**src/rtl/gnn_indptr_pkg.sv**
```systemverilog
// Shared types for the CSR indptr consumer.
// Default widths, FSM states and row descriptor layout.
package gnn_indptr_pkg;

  localparam int DEF_DATA_W = 10;
  localparam int DEF_ROW_W  = 10;

  typedef enum logic [1:0] {
    IDLE,
    FIRST,
    RUN,
    DRAIN
  } state_t;

  typedef struct packed {
    logic [DEF_ROW_W-1:0]  row_idx;
    logic [DEF_DATA_W-1:0] row_start;
    logic [DEF_DATA_W-1:0] row_len;
  } row_desc_t;

endpackage

```
**src/rtl/csr_indptr_reader.sv**
```systemverilog
// Pops indptr[i], indptr[i+1] pairs from the FIFO and emits
// row descriptors (idx, start, len) over valid/ready.
module csr_indptr_reader
  import gnn_indptr_pkg::*;
#(
  parameter int DATA_W = DEF_DATA_W,
  parameter int ROW_W  = DEF_ROW_W
) (
  input  logic              clock,
  input  logic              reset_n,
  input  logic              start,
  input  logic [ROW_W-1:0]  num_rows,
  input  logic [DATA_W-1:0] fifo_q,
  input  logic              fifo_empty,
  output logic              fifo_rdreq,
  output logic              row_valid,
  input  logic              row_ready,
  output logic [ROW_W-1:0]  row_idx,
  output logic [DATA_W-1:0] row_start,
  output logic [DATA_W-1:0] row_len,
  output logic              busy,
  output logic              done,
  output logic              err
);

  state_t            state;
  state_t            state_nx;
  logic              inflight;
  logic [DATA_W-1:0] prev;
  logic [ROW_W-1:0]  cnt;
  logic [ROW_W-1:0]  cnt_inc;
  logic [ROW_W-1:0]  nrows;
  logic              accept;
  logic              last_row;
  logic              mono;
  logic [DATA_W-1:0] diff;

  assign accept   = row_valid && row_ready;
  assign cnt_inc  = cnt + ROW_W'(1);
  assign last_row = (cnt_inc == nrows);
  assign mono     = (fifo_q >= prev);
  assign diff     = fifo_q - prev;

  // One read outstanding at most; RUN also waits for a free slot.
  always_comb begin
    state_nx   = state;
    fifo_rdreq = 1'b0;
    unique case (state)
      IDLE: begin
        if (start && num_rows != '0)
          state_nx = FIRST;
      end
      FIRST: begin
        fifo_rdreq = !fifo_empty && !inflight;
        if (inflight)
          state_nx = RUN;
      end
      RUN: begin
        fifo_rdreq = !fifo_empty && !inflight
                     && (!row_valid || row_ready);
        if (inflight && last_row)
          state_nx = DRAIN;
      end
      DRAIN: begin
        if (accept)
          state_nx = IDLE;
      end
      default: state_nx = IDLE;
    endcase
  end

  always_ff @(posedge clock or negedge reset_n) begin
    if (!reset_n)
      state <= IDLE;
    else
      state <= state_nx;
  end

  always_ff @(posedge clock or negedge reset_n) begin
    if (!reset_n) begin
      inflight  <= 1'b0;
      prev      <= '0;
      cnt       <= '0;
      nrows     <= '0;
      row_valid <= 1'b0;
      row_idx   <= '0;
      row_start <= '0;
      row_len   <= '0;
      busy      <= 1'b0;
      done      <= 1'b0;
      err       <= 1'b0;
    end else begin
      done     <= 1'b0;
      inflight <= fifo_rdreq;
      if (accept)
        row_valid <= 1'b0;
      unique case (state)
        IDLE: begin
          if (start) begin
            err <= 1'b0;
            if (num_rows != '0) begin
              nrows <= num_rows;
              cnt   <= '0;
              busy  <= 1'b1;
            end else begin
              done <= 1'b1;
            end
          end
        end
        FIRST: begin
          if (inflight)
            prev <= fifo_q;
        end
        RUN: begin
          // A capture overrides the accept-clear: no bubble.
          if (inflight) begin
            row_valid <= 1'b1;
            row_start <= prev;
            row_idx   <= cnt;
            prev      <= fifo_q;
            cnt       <= cnt_inc;
            row_len   <= mono ? diff : '0;
            if (!mono)
              err <= 1'b1;
          end
        end
        DRAIN: begin
          if (accept) begin
            busy <= 1'b0;
            done <= 1'b1;
          end
        end
        default: ;
      endcase
    end
  end

endmodule
```
**config.mk**
```make
export PLATFORM = sky130hd
export DESIGN_NAME = csr_indptr_reader
export DESIGN_NICKNAME = d
export VERILOG_FILES = /design/src/rtl/gnn_indptr_pkg.sv /design/src/rtl/csr_indptr_reader.sv
export SDC_FILE = /design/constraint.sdc
export NUM_CORES = 1
export LEC_CHECK = 0
export CORE_MARGIN = 1.5
export CORE_UTILIZATION = 48
export DETAILED_ROUTE_END_ITERATION = 10
export HOLD_SLACK_MARGIN = 0.1
export PLACE_DENSITY_LB_ADDON = 0.08
export SYNTH_ARGS = -nofsm -noshare
export SYNTH_HDL_FRONTEND = slang
export SYNTH_SLANG_ARGS = --single-unit
export TNS_END_PERCENT = 50
```
**constraint.sdc**
```tcl
create_clock -name clock -period 2.6 [get_ports clock]
set_input_delay 0.52 -clock clock [delete_from_list [all_inputs] [get_ports clock]]
set_output_delay 0.52 -clock clock [all_outputs]
set_load 0.01 [all_outputs]
```
# Word level (Yosys, flattened, before mapping)
# Index checks and enable logic that the tools add are counted.
[totals]
register_bits = 67
out_inout_bits = 35
inputBits = 25
elab_cells = 74
[op_classes]
mux = 26
add_sub_neg = 2
eq_ne = 12
magnitude_cmp = 1
reduce_logical = 21
[ops]
columns = ["op", "n"]
rows = [
  ["10-bit 2-to-1 mux", 4],
  ["10-bit case mux with 2 select lines", 1],
  ["2-bit != test (second input constant)", 8],
  ["4-bit AND reduction", 4],
  ["1-bit 2-to-1 mux", 12],
  ["10-bit by 1-bit adder with 10-bit output (second input constant)", 1],
  ["10-bit equality test", 1],
  ["10-bit greater-or-equal comparator", 1],
  ["10-bit nonzero test", 1],
  ["10-bit subtractor", 1],
  ["2-bit 2-to-1 mux", 4],
  ["1-bit case mux with 2 select lines", 4],
  ["2-bit case mux with 4 select lines", 1],
  ["1-bit logical AND", 5],
  ["2-bit equality test (second input constant)", 2],
  ["2-bit AND reduction", 2],
  ["2-bit nonzero test", 2],
  ["1-bit zero test", 3],
  ["3-bit AND reduction", 1],
  ["2-bit by 1-bit equality test with 1-bit output (second input constant)", 1],
  ["2-bit zero test", 1],
  ["2-bit OR reduction", 1],
  ["1-bit logical OR", 1],
]

# Longest topological paths before layout
# Gate-level depths: netlist of the first run.
[depth]
ltp_word = 5
depth_mapped = 11
ltp_nobuf = 11

# Least setup slack after synthesis of the first run
# Ideal clock, no wire load.
[synth_timing]
path_kind = "input to register"
startpoint = "input port fifo_q[0]"
endpoint = "register row_len[5]"
setup_ns = 0.121
n_path_buf = 0
arrival_ns = 2.562
t_required_ns = 2.479
stages = 11
path_slack_ns = -0.083
path_cell_list = "inv_1 ha_1 inv_1 fa_1 a21o_1 a21o_1 a221oi_1 o21ai_0 a21oi_2 nor2_1 a22o_1"
[synth_via]
elab_chain_cells = 2
word_cells_on_any_way = 3
cone_classes = "add/sub (1); order compare (1); mux (1)"
[synth_lines]
columns = ["element", "line", "rtl"]
rows = [
  ["start, declared", "csr_indptr_reader.sv:13", "input logic [DATA_W-1:0] fifo_q,"],
  ["10-bit subtractor / 10-bit greater-or-equal comparator (equally long branches)", "csr_indptr_reader.sv:42, csr_indptr_reader.sv:41", ""],
  ["10-bit 2-to-1 mux *", "csr_indptr_reader.sv:122", "row_len <= mono ? diff : '0;"],
  ["end signal, assigned", "csr_indptr_reader.sv:122", ""],
  ["end, declared", "csr_indptr_reader.sv:20", "output logic [DATA_W-1:0] row_len,"],
]
# Every way passes the cells marked *; elsewhere a longest branch is shown, timed or not.
# A chain may end at the register's enable or synchronous reset.

# Final worst setup path of the first run
[layout_timing]
startpoint = "input port num_rows[5]"
endpoint = "register state[1]"
[layout_via]
elab_chain_cells = 4
[layout_lines]
columns = ["element", "line", "rtl"]
rows = [
  ["start, declared", "csr_indptr_reader.sv:12", "input logic [ROW_W-1:0] num_rows,"],
  ["10-bit nonzero test", "csr_indptr_reader.sv:50", "if (start && num_rows != '0)"],
  ["1-bit logical AND", "csr_indptr_reader.sv:50", ""],
  ["2-bit != test (no line)", "--", ""],
  ["4-bit AND reduction (no line)", "--", ""],
  ["end signal, assigned", "csr_indptr_reader.sv:76", "state <= state_nx;"],
  ["end, declared", "csr_indptr_reader.sv:26", "state_t state;"],
]
# No other way between the ends.

==> results.yml, run 1 <==
grt:
  gr-total-overflow: 0
  grt_max_degree: 48
  grt_util_all_layers_pct: 21.8
  grt_pass1_vias: 2744
  grt_pass1_wl_um: 12900
  antenna_found_initial: 0
placement:
  post-dp-hpwl_um: 5880
  dpl-instance-area_um2: 4420
  place.port_buffers: 59
  dp_cells: 514
  place.gp.congestion: 0.825
setup_path:
  worst-endpoint-required_ns: 2.84
  critPathArrivalTime_ns: 2.70
  start_kind: "input port"
  endpoint: "state[1]"
  timing.rr.end: "state[1]"
  crit_start: "num_rows[5]"
  ff2ff_path_depth: 8
  reg2reg_setup_slack_ns: 0.22
  crit_type: "in -> reg"
  end_kind: "flip-flop"
  r2r_start: "cnt[0]"
  path_max_fanout: 3
floorplanning:
  die_area_um2: 7910
  die_h_um: 89.0
  die_x_um: 89.0
  start_util_pct: 49.2
  io_pins: 60
  core_area_um2: 7210
  row_count: 31
sta:
  worst_pin_slew_ns: 0.498
  period_share_pct: 94.5
  finalSetupViolCount: 0
  slew-limit-headroom_pct: 66.8
  maxSlewViolCount: 0
  fmax_ghz: 0.407
  hold_slack_ns: 0.122
  setup_tns_ns: 0
  finalCriticalPeriod_ns: 2.46
  clock_skew_ns: 0.00945
  hold_viol_final: 0
  rsz0062_at_grt: "true"
cells_and_area:
  nNetsFinal: 468
  areaGrowthSynthToFinish_pct: 31.9
  diodes: 0
  stdcell_count: 531
  final_area_um2: 4680
  drive_gt1_share_pct: 21.5
routing:
  drt-total-wl_um: 8030
  dr_total_vias: 2771
  ant_nets: 0
  wl_per_cell_um: 15.1
  drc_errors: 0
  avgViaCountPerCell: 5.22
  firstDrtPassIters: 4
  drtIter0Drc: 73
synth:
  synthArstFlopShare_pct: 100
  netlist_instances: 344
  synth_cell_type_count: 47
  ys_ff_latch: 67
  yosys_warnings: 0
  syn_nets: 385
  synth_flop_cell: "dfrtp_1"
  syn_avg_cell_area_um2: 10.3
  synth_area_um2: 3550
  synth_edf_count: 0
  yosysSeqAreaShare_pct: 47.3
clock_network:
  cts_buffers: 9
  ctsHtreeMaxLevel: 3
  root_buffer: "clkbuf_8"
  holdBufCountCts: 0
  path_clk_slew_ns: 0.08
  cts_sinks: 67
  clk_latency_ns: 0.35
  tritoncts: "yes"
  cts_buffer_depth: 2
power_and_ir_drop:
  powerDensity_nw_per_um2: 1110
  power.leakage_nw: 2.13
  netSwitchingFraction_pct: 37.1
  finalPower_mw: 5.17
  intPower_mw: 3.25
  ir_drop_mv: 0.546
  pwr-share-clk_pct: 16.9
  seq_power_share_pct: 33.1
  pwr-share-comb_pct: 50.0
  p_sw_mw: 1.92
hold_path:
  hold_path.class: "in -> async"
run_status:
  outcome: "finished, final reports clean"
flow_run:
  cap_violations: 0
[logic make-up (layout without fill, tap and decap cells)]
| group | Yosys count | count (layout) | synth area share, % |
|---|---|---|---|
| xor+xnor | 23 | 23 | 5.68 |
| buf+inv | 41 | 129 | 4.83 |
| flops | 67 | 67 | 47.3 |
| simple gates | 86 | 86 | 12.1 |
| mux | 33 | 33 | 10.5 |
| fa+ha+maj | 16 | 16 | 5.86 |
| compound gates | 78 | 78 | 13.8 |
[metrics by stage]
stage / setup WS [ns] / utilization [%]
4_1_cts: 0.00408 / 64.0
3_5_place_dp: -0.348 / 61.3
3_3_place_gp: -0.286 / 61.3
2_1_floorplan: 0.00747 / -
6_report: 0.142 / 64.8
5_1_grt: -0.0148 / 64.8
[state kept, by name, indices dropped and copies added, names as in the netlist]
name	cells
busy	1
cnt	10
done	1
err	1
inflight	1
nrows	10
prev	10
row_idx	10
row_len	10
row_start	10
row_valid	1
state	2
[cells in the final DEF (no fill, tap or decap), drive strengths merged, types with 2 or more instances in the layout]
cell type,count
nor3,11
o41ai,2
inv,22
nor2,4
nand4,6
nand3,8
clkdlybuf4s50,56
a21o,6
dlymetal6s2s,2
clkinv,5
xor2,6
nand2,42
clkbuf,10
ha,15
dfrtp,67
buf,33
nor2b,2
xnor2,17
a31oi,2
a22o,4
mux2i,2
nand2b,3
o21ai,30
a21oi,18
and4,3
mux2,31
or4,2
o31ai,6
[layout make-up]
type / count / area, um2
Timing Repair Buffer: 91 / 847
Clock inverter: 6 / 66.3
Clock buffer: 10 / 128
Fill cell: 617 / 2540
Multi-Input combinational cell: 236 / 1750
Tap cell: 99 / 124
Sequential cell: 67 / 1680
Inverter: 22 / 82.6
[worst max-delay path: stages]
cell and delay (ns):
clkdlybuf4s50_1 0.42, or4_1 0.56, nor4_2 0.34, o21ai_0 0.19, nor2b_1 0.16, o311ai_1 0.16
mux2_4 0.34
[worst min-delay path by stage]
stage                             from           end  slack, ns  depth (start not counted)
after floorplan                reset_n          busy       0.22                          0
after global placement    row_start[6]  row_start[6]       0.46                          2
after detailed placement  row_start[2]  row_start[2]       0.48                          2
after CTS                      reset_n        cnt[1]       0.14                          1
after global routing           reset_n      nrows[2]       0.16                          1
final                          reset_n    row_idx[8]       0.12                          1
[synthesized netlist by cell type (all sizes together) (2+ instances only)]
master | number | share of area (%)
nor3 | 11 | 1.6
a21oi | 18 | 2.6
o31ai | 6 | 1.3
nand2 | 42 | 4.5
nand2b | 3 | 0.53
a21o | 6 | 1.3
clkbuf | 9 | 0.95
inv | 22 | 2.3
and4 | 3 | 0.74
xor2 | 6 | 1.5
nand3 | 8 | 1.1
mux2 | 31 | 9.9
ha | 15 | 5.3
or4 | 2 | 0.42
xnor2 | 17 | 4.2
buf | 10 | 1.6
dfrtp | 67 | 47
nand4 | 6 | 1.2
mux2i | 2 | 0.56
nor2b | 2 | 0.35
a31oi | 2 | 0.35
a22o | 4 | 0.99
nor2 | 4 | 0.42
o21ai | 30 | 4.2
o41ai | 2 | 0.71
[what timing repair did]
| action | 4_1_cts | 5_1_grt |
|---|---|---|
| buffers inserted | 0 | 1 |
| pin swaps | 0 | 7 |
| endpoints found under the setup margin | 1 | 18 |
| resized for setup | 1 | 13 |
[metal layers]
layer	GRT usage [%]	up-vias	routed length [um]
met5	0	-	0
met4	8.67	0	133
met3	3.32	9	259
met2	36.8	48	4050
met1	28.3	1333	3590
li1	-	1381	-
[power groups by stage]
stage	combinational, mW	clock, mW	sequential [mW]
6_report	2.59	0.874	1.71
5_1_grt	2.86	0.925	1.76
4_1_cts	2.52	0.887	1.71
3_5_place_dp	2.51	0	1.72
3_3_place_gp	2.46	0	1.71
2_1_floorplan	1.46	0	1.72
No activity file was read; power rests on OpenSTA's default activity.
==> run 2, diff against run 1 <==
REMOVE_ABC_BUFFERS = 1   (was not set)
==> run 2 against run 1 <==
Critical path depth increased by 6. Power barely moved. Clock skew fell by 0.0039 ns. Routed wire length shrank 2.1%. Design area grew 0.11%. Count of clock-buffer cells in the layout fell by 1. Clock power up 9.3%. Sequential cell count did not move. Maximum frequency up 1.2%. Worst setup slack better by 0.028 ns. Largest cell class unchanged.
==> results.yml, run 2 (synthesis gave the netlist of run 1 again) <==
run_status:
  outcome: "finished, final reports clean"
placement:
  dpl-instance-area_um2: 4450
  place.gp.congestion: 0.847
  place.port_buffers: 59
  dp_slack_ns: -0.493
  dp_cells: 519
  post-dp-hpwl_um: 5800
grt:
  grt_pass1_wl_um: 13000
  grt_util_all_layers_pct: 22.0
  antenna_found_initial: 0
  gr-total-overflow: 0
  grt_max_degree: 48
  grt_pass1_vias: 2744
setup_path:
  path_max_fanout: 5
  critPathArrivalTime_ns: 2.70
  start_kind: "input port"
  worst-endpoint-required_ns: 2.87
  crit_type: "in -> reg"
  end_kind: "flip-flop"
floorplanning:
  row_count: 31
  start_util_pct: 49.2
  core_area_um2: 7210
  die_x_um: 89.0
  die_h_um: 89.0
  die_area_um2: 7910
  io_pins: 60
routing:
  wl_per_cell_um: 14.7
  firstDrtPassIters: 4
  dr_total_vias: 2780
  avgViaCountPerCell: 5.20
  drtIter0Drc: 135
  ant_nets: 0
  drc_errors: 0
  drt-total-wl_um: 7870
sta:
  maxSlewViolCount: 0
  period_share_pct: 93.4
  hold_slack_ns: 0.167
  setup_tns_ns: 0
  slew-limit-headroom_pct: 61.3
  clock_skew_ns: 0.00550
  worst_pin_slew_ns: 0.581
  fmax_ghz: 0.412
  finalSetupViolCount: 0
  finalCriticalPeriod_ns: 2.43
  hold_viol_final: 0
  rsz0062_at_grt: "false"
  setup_ws_ns: 0.170
clock_network:
  holdBufCountCts: 0
  cts_buffers: 9
  cts_sinks: 67
  cts_setup_buffers: 0
  ctsHtreeMaxLevel: 3
  clk_latency_ns: 0.34
  tritoncts: "yes"
  path_clk_slew_ns: 0.08
  cts_buffer_depth: 2
  root_buffer: "clkbuf_8"
cells_and_area:
  final_area_um2: 4680
  diodes: 0
  fin_util_pct: 64.9
  multi_input_area_um2: 1720
  stdcell_count: 535
  fillerInstances: 655
  nNetsFinal: 472
  areaGrowthSynthToFinish_pct: 32.0
  drive_gt1_share_pct: 21.6
  final_cell_mix: "dfrtp_1, clkdlybuf4s50_1, nand2_1"
  final_common_cell: "dfrtp_1"
  regArea_um2: 1680
flow_run:
  cap_violations: 0
power_and_ir_drop:
  finalPower_mw: 5.17
  powerDensity_nw_per_um2: 1110
  power.leakage_nw: 2.14
  ir_drop_mv: 0.522
hold_path:
  hold_path.class: "in -> async"
[run 2: metal layers]
layer	track usage (%)	vias to the layer above	routed length, um
met1	28.1	1342	3570
met5	0	-	0
met2	37.7	41	3980
met3	3.79	10	242
li1	-	1387	-
met4	7.97	0	78
[run 2: worst paths after layout]
path,to,slack (ns),cells after the start,from
worst max-delay path,err,0.17,13,fifo_q[0]
worst min-delay path,row_idx[6],0.17,1,reset_n
worst max register to register,state[1],0.19,8,cnt[0]
worst min register to register,row_start[5],0.49,2,row_start[5]
max in group asynchronous,row_start[7],1.80,2,reset_n
min in group clock,row_start[5],0.49,2,row_start[5]
[run 2: report_power, final]
| group | switching (mW) | internal, mW | total, mW |
|---|---|---|---|
| Sequential | 0.283 | 1.42 | 1.70 |
| Combinational | 1.18 | 1.34 | 2.52 |
| Clock | 0.417 | 0.538 | 0.955 |
| Total | 1.88 | 3.29 | 5.17 |
[run 2: cell type report]
class | instances | area share (%)
timing repair buffer | 95 | 18.5
inverter | 22 | 1.76
clock inverter | 7 | 1.98
multi-input combinational | 236 | 36.7
sequential | 67 | 35.8
tap | 99 | 2.65
clock buffer | 9 | 2.65
[run 2: repair_timing]
| action | 4_1_cts | 5_1_grt |
|---|---|---|
| pin swaps | 7 | 2 |
| endpoints found under the hold margin | 0 | 0 |
| resized for setup | 8 | 0 |
| setup endpoints to repair | 12 | 1 |
[run 2: critical path: stages]
cell and delay [ns]:
dlygate4sd2_1 0.22, inv_1 0.07, ha_2 0.18, inv_2 0.04, fa_2 0.36, a21o_1 0.18, a21o_1 0.17, a221oi_2 0.26
o21ai_1 0.12, a21oi_2 0.21, buf_4 0.17, a31oi_1 0.07, a21oi_1 0.12
